**src/rtl/sopc_mem_arbiter.sv**
```systemverilog
// Round-robin arbiter sharing one fixed-latency RAM
// between the instruction-fetch and data ports.
module sopc_mem_arbiter #(
  parameter int LATENCY = 2,
  parameter int ADDR_W  = 32,
  parameter int DATA_W  = 32
) (
  input  logic              clk,
  input  logic              rst,
  input  logic              i_req,
  input  logic [ADDR_W-1:0] i_addr,
  output logic [DATA_W-1:0] i_rdata,
  output logic              i_ack,
  input  logic              d_req,
  input  logic              d_we,
  input  logic [3:0]        d_sel,
  input  logic [ADDR_W-1:0] d_addr,
  input  logic [DATA_W-1:0] d_wdata,
  output logic [DATA_W-1:0] d_rdata,
  output logic              d_ack,
  output logic              stallreq,
  output logic              mem_ce,
  output logic              mem_we,
  output logic [3:0]        mem_sel,
  output logic [ADDR_W-1:0] mem_addr,
  output logic [DATA_W-1:0] mem_wdata,
  input  logic [DATA_W-1:0] mem_rdata
);

  localparam int CW = $clog2(LATENCY + 1);
  localparam logic [CW-1:0] LAT_C = CW'(LATENCY);
  localparam logic [1:0] OWN_I = 2'b01;
  localparam logic [1:0] OWN_D = 2'b10;

  typedef enum logic [1:0] {
    IDLE,
    BUSY,
    ACK
  } state_t;

  state_t        state;
  state_t        next_state;
  logic [1:0]    owner;
  logic          last;
  logic [CW-1:0] cnt;
  logic          gnt_i;
  logic          gnt_d;
  logic          done;

  assign done = (cnt == LAT_C);

  always_ff @(posedge clk) begin
    if (rst) state <= IDLE;
    else     state <= next_state;
  end

  // last=0 means I was served last, so D wins a tie
  always_comb begin
    next_state = state;
    gnt_i      = 1'b0;
    gnt_d      = 1'b0;
    unique case (state)
      IDLE: begin
        if (i_req && d_req) begin
          gnt_d = ~last;
          gnt_i = last;
        end else begin
          gnt_i = i_req;
          gnt_d = d_req;
        end
        if (gnt_i || gnt_d) next_state = BUSY;
      end
      BUSY: if (done) next_state = ACK;
      ACK:  next_state = IDLE;
      default: next_state = IDLE;
    endcase
  end

  always_ff @(posedge clk) begin
    if (rst) begin
      owner     <= '0;
      last      <= 1'b0;
      cnt       <= '0;
      mem_ce    <= 1'b0;
      mem_we    <= 1'b0;
      mem_sel   <= '0;
      mem_addr  <= '0;
      mem_wdata <= '0;
      i_rdata   <= '0;
      d_rdata   <= '0;
    end else if (gnt_i) begin
      owner     <= OWN_I;
      last      <= 1'b0;
      cnt       <= CW'(1);
      mem_ce    <= 1'b1;
      mem_we    <= 1'b0;
      mem_sel   <= 4'b1111;
      mem_addr  <= i_addr;
      mem_wdata <= '0;
    end else if (gnt_d) begin
      owner     <= OWN_D;
      last      <= 1'b1;
      cnt       <= CW'(1);
      mem_ce    <= 1'b1;
      mem_we    <= d_we;
      mem_sel   <= d_sel;
      mem_addr  <= d_addr;
      mem_wdata <= d_wdata;
    end else if (state == BUSY) begin
      if (done) begin
        mem_ce <= 1'b0;
        if (!mem_we && owner == OWN_I) i_rdata <= mem_rdata;
        if (!mem_we && owner == OWN_D) d_rdata <= mem_rdata;
      end else begin
        cnt <= cnt + CW'(1);
      end
    end
  end

  assign i_ack    = (state == ACK) && (owner == OWN_I);
  assign d_ack    = (state == ACK) && (owner == OWN_D);
  assign stallreq = (i_req & ~i_ack) | (d_req & ~d_ack);

endmodule
```
**config.mk**
```make
export PLATFORM = sky130hd
export DESIGN_NAME = sopc_mem_arbiter
export DESIGN_NICKNAME = d
export VERILOG_FILES = /design/src/rtl/sopc_mem_arbiter.sv
export SDC_FILE = /design/constraint.sdc
export NUM_CORES = 1
export LEC_CHECK = 0
export ABC_AREA = 1
export CAP_MARGIN = 20
export CELL_PAD_IN_SITES_DETAIL_PLACEMENT = 1
export CELL_PAD_IN_SITES_GLOBAL_PLACEMENT = 2
export CORE_MARGIN = 1
export CORE_UTILIZATION = 23
export DETAILED_ROUTE_END_ITERATION = 6
export PLACE_DENSITY_LB_ADDON = 0.1
export SLEW_MARGIN = 20
export SYNTH_ARGS = -nofsm -noshare
export SYNTH_HDL_FRONTEND = slang
export SYNTH_SLANG_ARGS = --single-unit
```
**constraint.sdc**
```tcl
create_clock -name clk -period 2 [get_ports clk]
set_input_delay 0.3 -clock clk [delete_from_list [all_inputs] [get_ports clk]]
set_output_delay 0.3 -clock clk [all_outputs]
set_load 0.05 [all_outputs]
```
# Yosys cells after proc, flatten, opt, wreduce, memory -nomap -nowiden

Index checks and enable logic that the tools add are counted.

Bits in latches: 0
Flip-flop bits (word level): 140
Logic and storage cells: 72
Memories kept: 0
Bits in read-only memories: 0
Input port bits: 137
Output and inout bits: 137
Bits in writable memories: 0

Reductions and logical operators: 19
Divide/modulo/power cells: 0
$lt $le $gt $ge: 0
Muxes and demuxes: 23
$add $sub $neg: 1
Bitwise gates (word level): 9
Shift-type cells: 0
Multiply operators: 0
Equal/unequal tests: 8

Operators by type and width:

| cell                                                 | count |
|---|---|
| two-way mux 32 bit                                   | 2 |
| two-way mux 1 bit                                    | 16 |
| AND reduction 5 bit                                  | 2 |
| two-way mux 4 bit                                    | 2 |
| AND reduction 2 bit                                  | 4 |
| equality test 2 bit (second input constant)          | 3 |
| NOT 1 bit                                            | 6 |
| nonzero test 3 bit                                   | 2 |
| logical AND 1 bit                                    | 5 |
| equality test 2 x 1 -> 1 bit (second input constant) | 2 |
| two-way mux 2 bit                                    | 2 |
| inequality test 2 bit (second input constant)        | 2 |
| case mux 2 bit (2 select lines)                      | 1 |
| inequality test 3 bit (second input constant)        | 1 |
| OR reduction 3 bit                                   | 1 |
| adder 2 x 1 -> 2 bit (second input constant)         | 1 |
| bitwise AND 1 bit                                    | 2 |
| logical NOT 2 bit                                    | 1 |
| nonzero test 2 bit                                   | 1 |
| OR reduction 2 bit                                   | 1 |
| logical NOT 1 bit                                    | 1 |
| logical OR 1 bit                                     | 1 |
| bitwise OR 1 bit                                     | 1 |

# Logic depth before layout (Yosys ltp)

Depth in word-level cells: 6
Depth in mapped cells: 8
Gate-level depth less buffers: 6

# Worst setup path before layout

OpenSTA, ideal clock, no wires.

Path type: register to output
Start: register state[1]
End: output port d_ack
Slack: 0.319 ns
Data required time: 1.700 ns
Stages on the path, launching flop included: 4
Arrival time: 1.381 ns
Path buffers: 0
Cell sequence: dfxtp_1 inv_1 or2_2 nor2_1

Word-level cells in the longest chain between the ends: 2

Ends and longest elaborated chain:

| what                     | line | text |
|---|---|---|
| start: declaration       | 41   | `state_t state;` |
| start signal: assignment | 54   | `else state <= next_state;` |
| equality test 2 bit      | 121  | `assign d_ack = (state == ACK) && (owner == OWN_D);` |
| logical AND 1 bit        | 121  |  |
| end: declaration         | 20   | `output logic d_ack,` |

No other way between the ends.

# Worst setup path in the final report

Start: register i_rdata[12]
End: output port i_rdata[12]

RTL lines:

| what                     | line | text |
|---|---|---|
| start: declaration       | 12   | `output logic [DATA_W-1:0] i_rdata,` |
| start signal: assignment | 112  | `if (!mem_we && owner == OWN_I) i_rdata <= mem_rdata;` |

No word-level cell between the ends.

==> impl_results.html <==
<table>
<tr><th>Metric</th><th>Value</th></tr>
<tr><th colspan="2">Outcome</th></tr>
<tr><td>Run status</td><td>finished clean</td></tr>
<tr><th colspan="2">Floorplan</th></tr>
<tr><td>Effective utilization at floorplan</td><td>23.7%</td></tr>
<tr><td>Die width</td><td>about 160 um</td></tr>
<tr><td>Count of pins on the block boundary</td><td>274</td></tr>
<tr><td>Die H</td><td>158 um</td></tr>
<tr><td>Std-Cell Rows</td><td>56</td></tr>
<tr><td>Die Footprint</td><td>25000 um2</td></tr>
<tr><td>Placeable core region</td><td>between 20000 and 25000 um2</td></tr>
<tr><th colspan="2">Finish</th></tr>
<tr><td>Fraction of layout cells with a size suffix above 1</td><td>7.24%</td></tr>
<tr><td>Multi-input combinational cell area</td><td>2380 um2</td></tr>
<tr><td>Post-layout utilization of the core</td><td>39.9%</td></tr>
<tr><td>Antenna diodes</td><td>0</td></tr>
<tr><td>Relative area change from synthesis to final layout</td><td>68.6%</td></tr>
<tr><td>Count of nets after finishing</td><td>1147</td></tr>
<tr><td>Count of fill cells added during filler insertion</td><td>2889</td></tr>
<tr><td>Cell area after layout</td><td>9460 um2</td></tr>
<tr><td>Final Non-Filler Cells</td><td>about 1300</td></tr>
<tr><td>FF+latch area</td><td>2800 um2</td></tr>
<tr><th colspan="2">Logic synthesis</th></tr>
<tr><td>Sequential fraction of the synthesis area</td><td>approximately 50%</td></tr>
<tr><td>Syn Inst Count</td><td>752</td></tr>
<tr><td>Ys Warns</td><td>0</td></tr>
<tr><td>Area share of the leading cell type in the synthesized netlist</td><td>between 40 and 50%</td></tr>
<tr><td>Largest cells by area after synthesis</td><td>sky130_fd_sc_hd__dfxtp_1, sky130_fd_sc_hd__nand2_1, sky130_fd_sc_hd__nand4_1</td></tr>
<tr><td>Synth Net Count</td><td>890</td></tr>
<tr><td>Post-Syn Area per Cell</td><td>7.46 um2</td></tr>
<tr><td>Flip-flop and latch count after synthesis</td><td>140</td></tr>
<tr><td>Cell area after synthesis</td><td>~5600 um2</td></tr>
<tr><td>Post-synth top area cell</td><td>sky130_fd_sc_hd__dfxtp_1</td></tr>
<tr><td>Distinct cells, synth</td><td>22</td></tr>
<tr><th colspan="2">Worst setup path</th></tr>
<tr><td>Required time of the critical path</td><td>1.70 ns</td></tr>
<tr><td>Largest stage delay, worst path</td><td>0.84 ns</td></tr>
<tr><td>Type of the worst setup path</td><td>reg -&gt; out</td></tr>
<tr><td>Capture point of the worst path</td><td>i_rdata[12]</td></tr>
<tr><td>Family with the most delay on the worst path</td><td>buffers and inverters</td></tr>
<tr><td>Beginning of the worst register-to-register path</td><td>cnt[0]</td></tr>
<tr><td>Critical path endpoint category</td><td>output port</td></tr>
<tr><td>Terminus of the critical flop-to-flop path</td><td>i_rdata[29]</td></tr>
<tr><td>Cells traversed along the worst timing path</td><td>clkdlybuf4s50_1</td></tr>
<tr><td>Internal reg-to-reg setup slack</td><td>about 0.53 ns</td></tr>
<tr><td>Launching element type of the critical path</td><td>flip-flop</td></tr>
<tr><td>Cell with the biggest individual delay on the critical path</td><td>sky130_fd_sc_hd__clkdlybuf4s50_1</td></tr>
<tr><td>Worst EP arrival</td><td>1.62 ns</td></tr>
<tr><td>Buf/Inv on CP</td><td>1</td></tr>
<tr><td>Critical path peak fanout</td><td>2</td></tr>
<tr><td>Launching element of the worst setup path</td><td>i_rdata[12]</td></tr>
<tr><td>Path depth of the worst reg2reg path</td><td>7</td></tr>
<tr><td>Crit. path cell count</td><td>1</td></tr>
<tr><th colspan="2">Global route</th></tr>
<tr><td>Wire length of the first global-routing pass</td><td>34200 um</td></tr>
<tr><td>Number of global-route vias before repair</td><td>6075</td></tr>
<tr><td>Maximum number of pins on one net before global-route repair</td><td>68</td></tr>
<tr><td>Number of antenna violations at the first check in global routing</td><td>0</td></tr>
<tr><td>Total global routing track utilization</td><td>17.8%</td></tr>
<tr><td>Sum of overflow across all layers after global routing</td><td>0</td></tr>
<tr><th colspan="2">STA</th></tr>
<tr><td>Count of final setup violators</td><td>0</td></tr>
<tr><td>Minimum hold slack</td><td>0.427 ns</td></tr>
<tr><td>Share of the cycle needed by the critical path after routing</td><td>between 90% and 100%</td></tr>
<tr><td>Highest clock rate</td><td>521 MHz</td></tr>
<tr><td>Time the worst path needs with I/O delays and setup</td><td>approximately 1.9 ns</td></tr>
<tr><td>Final Skew</td><td>0.00909 ns</td></tr>
<tr><td>Unrepaired setup endpoints after global routing</td><td>false</td></tr>
<tr><td>Total Negative Setup Slacks</td><td>0 ns</td></tr>
<tr><td>Final Max Slew Viols</td><td>0</td></tr>
<tr><td>Setup slack of the critical path after layout</td><td>0.0814 ns</td></tr>
<tr><td>Slew @ Worst Pin</td><td>roughly 0.57 ns</td></tr>
<tr><td>Final Hold Fails</td><td>0</td></tr>
<tr><td>Max-Slew Margin vs Limit</td><td>62.0%</td></tr>
<tr><th colspan="2">Routing</th></tr>
<tr><td>Number of DRC violations after detailed routing</td><td>0</td></tr>
<tr><td>Number of DRC markers in iteration 0</td><td>312</td></tr>
<tr><td>Total wirelength of the detailed-routed design</td><td>22200 um</td></tr>
<tr><td>Final antenna-violating net count</td><td>0</td></tr>
<tr><td>Total via count after detailed routing</td><td>6065</td></tr>
<tr><td>Mean number of vias per cell</td><td>4.52</td></tr>
<tr><td>Routed length per placed instance</td><td>16.6 um</td></tr>
<tr><td>DRT Pass-1 Iters</td><td>4</td></tr>
<tr><th colspan="2">Place</th></tr>
<tr><td>HPWL Detailed</td><td>14700 um</td></tr>
<tr><td>DP Area</td><td>8840 um2</td></tr>
<tr><td>Instance count after placement with tap cells included</td><td>1309</td></tr>
<tr><td>Place WS</td><td>just under 0.1 ns</td></tr>
<tr><td>Placer's final routability congestion estimate</td><td>0.733</td></tr>
<tr><td>Input/output buffers</td><td>273</td></tr>
<tr><th colspan="2">CTS</th></tr>
<tr><td>TritonCTS clock tree</td><td>done</td></tr>
<tr><td>Buffer levels on the longest clock path</td><td>2</td></tr>
<tr><td>Deepest level of the CTS H-tree</td><td>4</td></tr>
<tr><td>Total clock sinks</td><td>140</td></tr>
<tr><td>Clock transition at the register clock pins on the worst setup and hold paths after CTS</td><td>roughly 0.07 ns</td></tr>
<tr><td>Clock Latency Late Sink</td><td>0.42 ns</td></tr>
<tr><td>Number of buffers created by CTS</td><td>17</td></tr>
<tr><td>CTS root buffer</td><td>sky130_fd_sc_hd__clkbuf_16</td></tr>
<tr><th colspan="2">Pwr</th></tr>
<tr><td>Share of power burned in registers</td><td>37.8%</td></tr>
<tr><td>Total Power Consumption</td><td>7.85 mW</td></tr>
<tr><td>Leak</td><td>3.78 nW</td></tr>
<tr><td>Combinational share of power</td><td>19.5%</td></tr>
<tr><td>Switching Power</td><td>2.32 mW</td></tr>
<tr><td>Clock network power share</td><td>42.7%</td></tr>
<tr><td>Internal Dissipation</td><td>5.53 mW</td></tr>
<tr><td>Pwr Density</td><td>830 nW/um2</td></tr>
<tr><td>Maximum vdd drop</td><td>0.533 mV</td></tr>
<tr><td>Net switching fraction of the power</td><td>29.6%</td></tr>
<tr><th colspan="2">Worst hold path</th></tr>
<tr><td>Min-Delay Path Class</td><td>in -&gt; reg</td></tr>
<tr><th colspan="2">Flow run</th></tr>
<tr><td>Max-capacitance violation count</td><td>0</td></tr>
</table>
sequential cells by signal, indices dropped and copies added, names as in the netlist, 2 cells and up:
| register | count |
|---|---|
| cnt | 2 |
| d_rdata | 32 |
| i_rdata | 32 |
| mem_addr | 32 |
| mem_sel | 4 |
| mem_wdata | 32 |
| state | 2 |
cell type report:
type,count,share of cell area (%)
Sequential cell,140,29.6
Multi-Input combinational cell,506,25.2
Timing Repair Buffer,302,32.8
Inverter,42,1.67
Clock buffer,19,4.58
Clock inverter,13,1.91
Tap cell,319,4.22
cell usage after synthesis:
master,instances
sky130_fd_sc_hd__nand3b_1,1
sky130_fd_sc_hd__o21ai_1,60
sky130_fd_sc_hd__buf_2,28
sky130_fd_sc_hd__dfxtp_1,140
sky130_fd_sc_hd__inv_1,40
sky130_fd_sc_hd__nor2_4,1
sky130_fd_sc_hd__nor2_1,72
sky130_fd_sc_hd__o21a_1,1
sky130_fd_sc_hd__nand4_1,68
sky130_fd_sc_hd__nand2_1,151
sky130_fd_sc_hd__o21ai_2,1
sky130_fd_sc_hd__inv_2,2
sky130_fd_sc_hd__or2_2,1
sky130_fd_sc_hd__buf_4,3
sky130_fd_sc_hd__nand3_1,40
sky130_fd_sc_hd__ha_1,1
sky130_fd_sc_hd__buf_1,7
sky130_fd_sc_hd__clkbuf_1,26
sky130_fd_sc_hd__nor3_1,64
sky130_fd_sc_hd__o21ai_0,6
sky130_fd_sc_hd__a21oi_1,38
sky130_fd_sc_hd__nand2_2,1
cell families (layout without fill, tap and decap cells):
logic type | Yosys count | count (layout) | synth area share [%]
buffers and inverters | 106 | 376 | 7.92
AO/OA/AOI/OAI | 106 | 106 | 9.57
flip-flops | 140 | 140 | 50.0
adder cells (fa/ha/maj) | 1 | 1 | 0.223
AND/OR/NAND/NOR | 399 | 399 | 32.3
power groups by stage:
stage / logic, mW / clock network, mW / registers (mW)
final: 1.53 / 3.35 / 2.97
after global routing: 1.65 / 3.58 / 2.98
after CTS: 1.55 / 3.50 / 2.97
after detailed placement: 1.54 / 0 / 3.03
after global placement: 1.54 / 0 / 3.03
after floorplan: 0.445 / 0 / 3.39
placed cells by master, fill, tap and decap left out, types with 6 or more instances in the layout:
| master | instances |
|---|---|
| sky130_fd_sc_hd__clkdlybuf4s50_1 | 269 |
| sky130_fd_sc_hd__nand2_1 | 151 |
| sky130_fd_sc_hd__dfxtp_1 | 139 |
| sky130_fd_sc_hd__nor2_1 | 70 |
| sky130_fd_sc_hd__nand4_1 | 68 |
| sky130_fd_sc_hd__nor3_1 | 64 |
| sky130_fd_sc_hd__o21ai_1 | 60 |
| sky130_fd_sc_hd__inv_1 | 39 |
| sky130_fd_sc_hd__nand3_1 | 39 |
| sky130_fd_sc_hd__a21oi_1 | 38 |
| sky130_fd_sc_hd__buf_4 | 20 |
| sky130_fd_sc_hd__clkbuf_16 | 17 |
| sky130_fd_sc_hd__buf_12 | 13 |
| sky130_fd_sc_hd__o21ai_0 | 6 |
layer usage:
layer	global-route usage (%)	vias to the layer above	part of all wire [%]
met1	23.0	2825	46
met5	0	-	0
met4	4.95	0	0.94
met3	6.21	17	8.4
li1	-	3039	-
met2	27.9	184	44
worst min path at each step:
stage,from,end,cells after the start
finish,d_wdata[19],mem_wdata[19],3
global route,d_wdata[19],mem_wdata[19],3
global placement,mem_wdata[12],mem_wdata[12],2
CTS,d_wdata[19],mem_wdata[19],3
detailed placement,mem_wdata[8],mem_wdata[8],2
floorplan,rst,cnt[0],1
repair_timing:
action,4_1_cts,5_1_grt
endpoints found under the hold margin,0,0
buffers inserted,0,0
endpoints found under the setup margin,0,2
gates resized for setup,0,1
hold buffers,0,0
No activity file was read; power rests on OpenSTA's default activity.
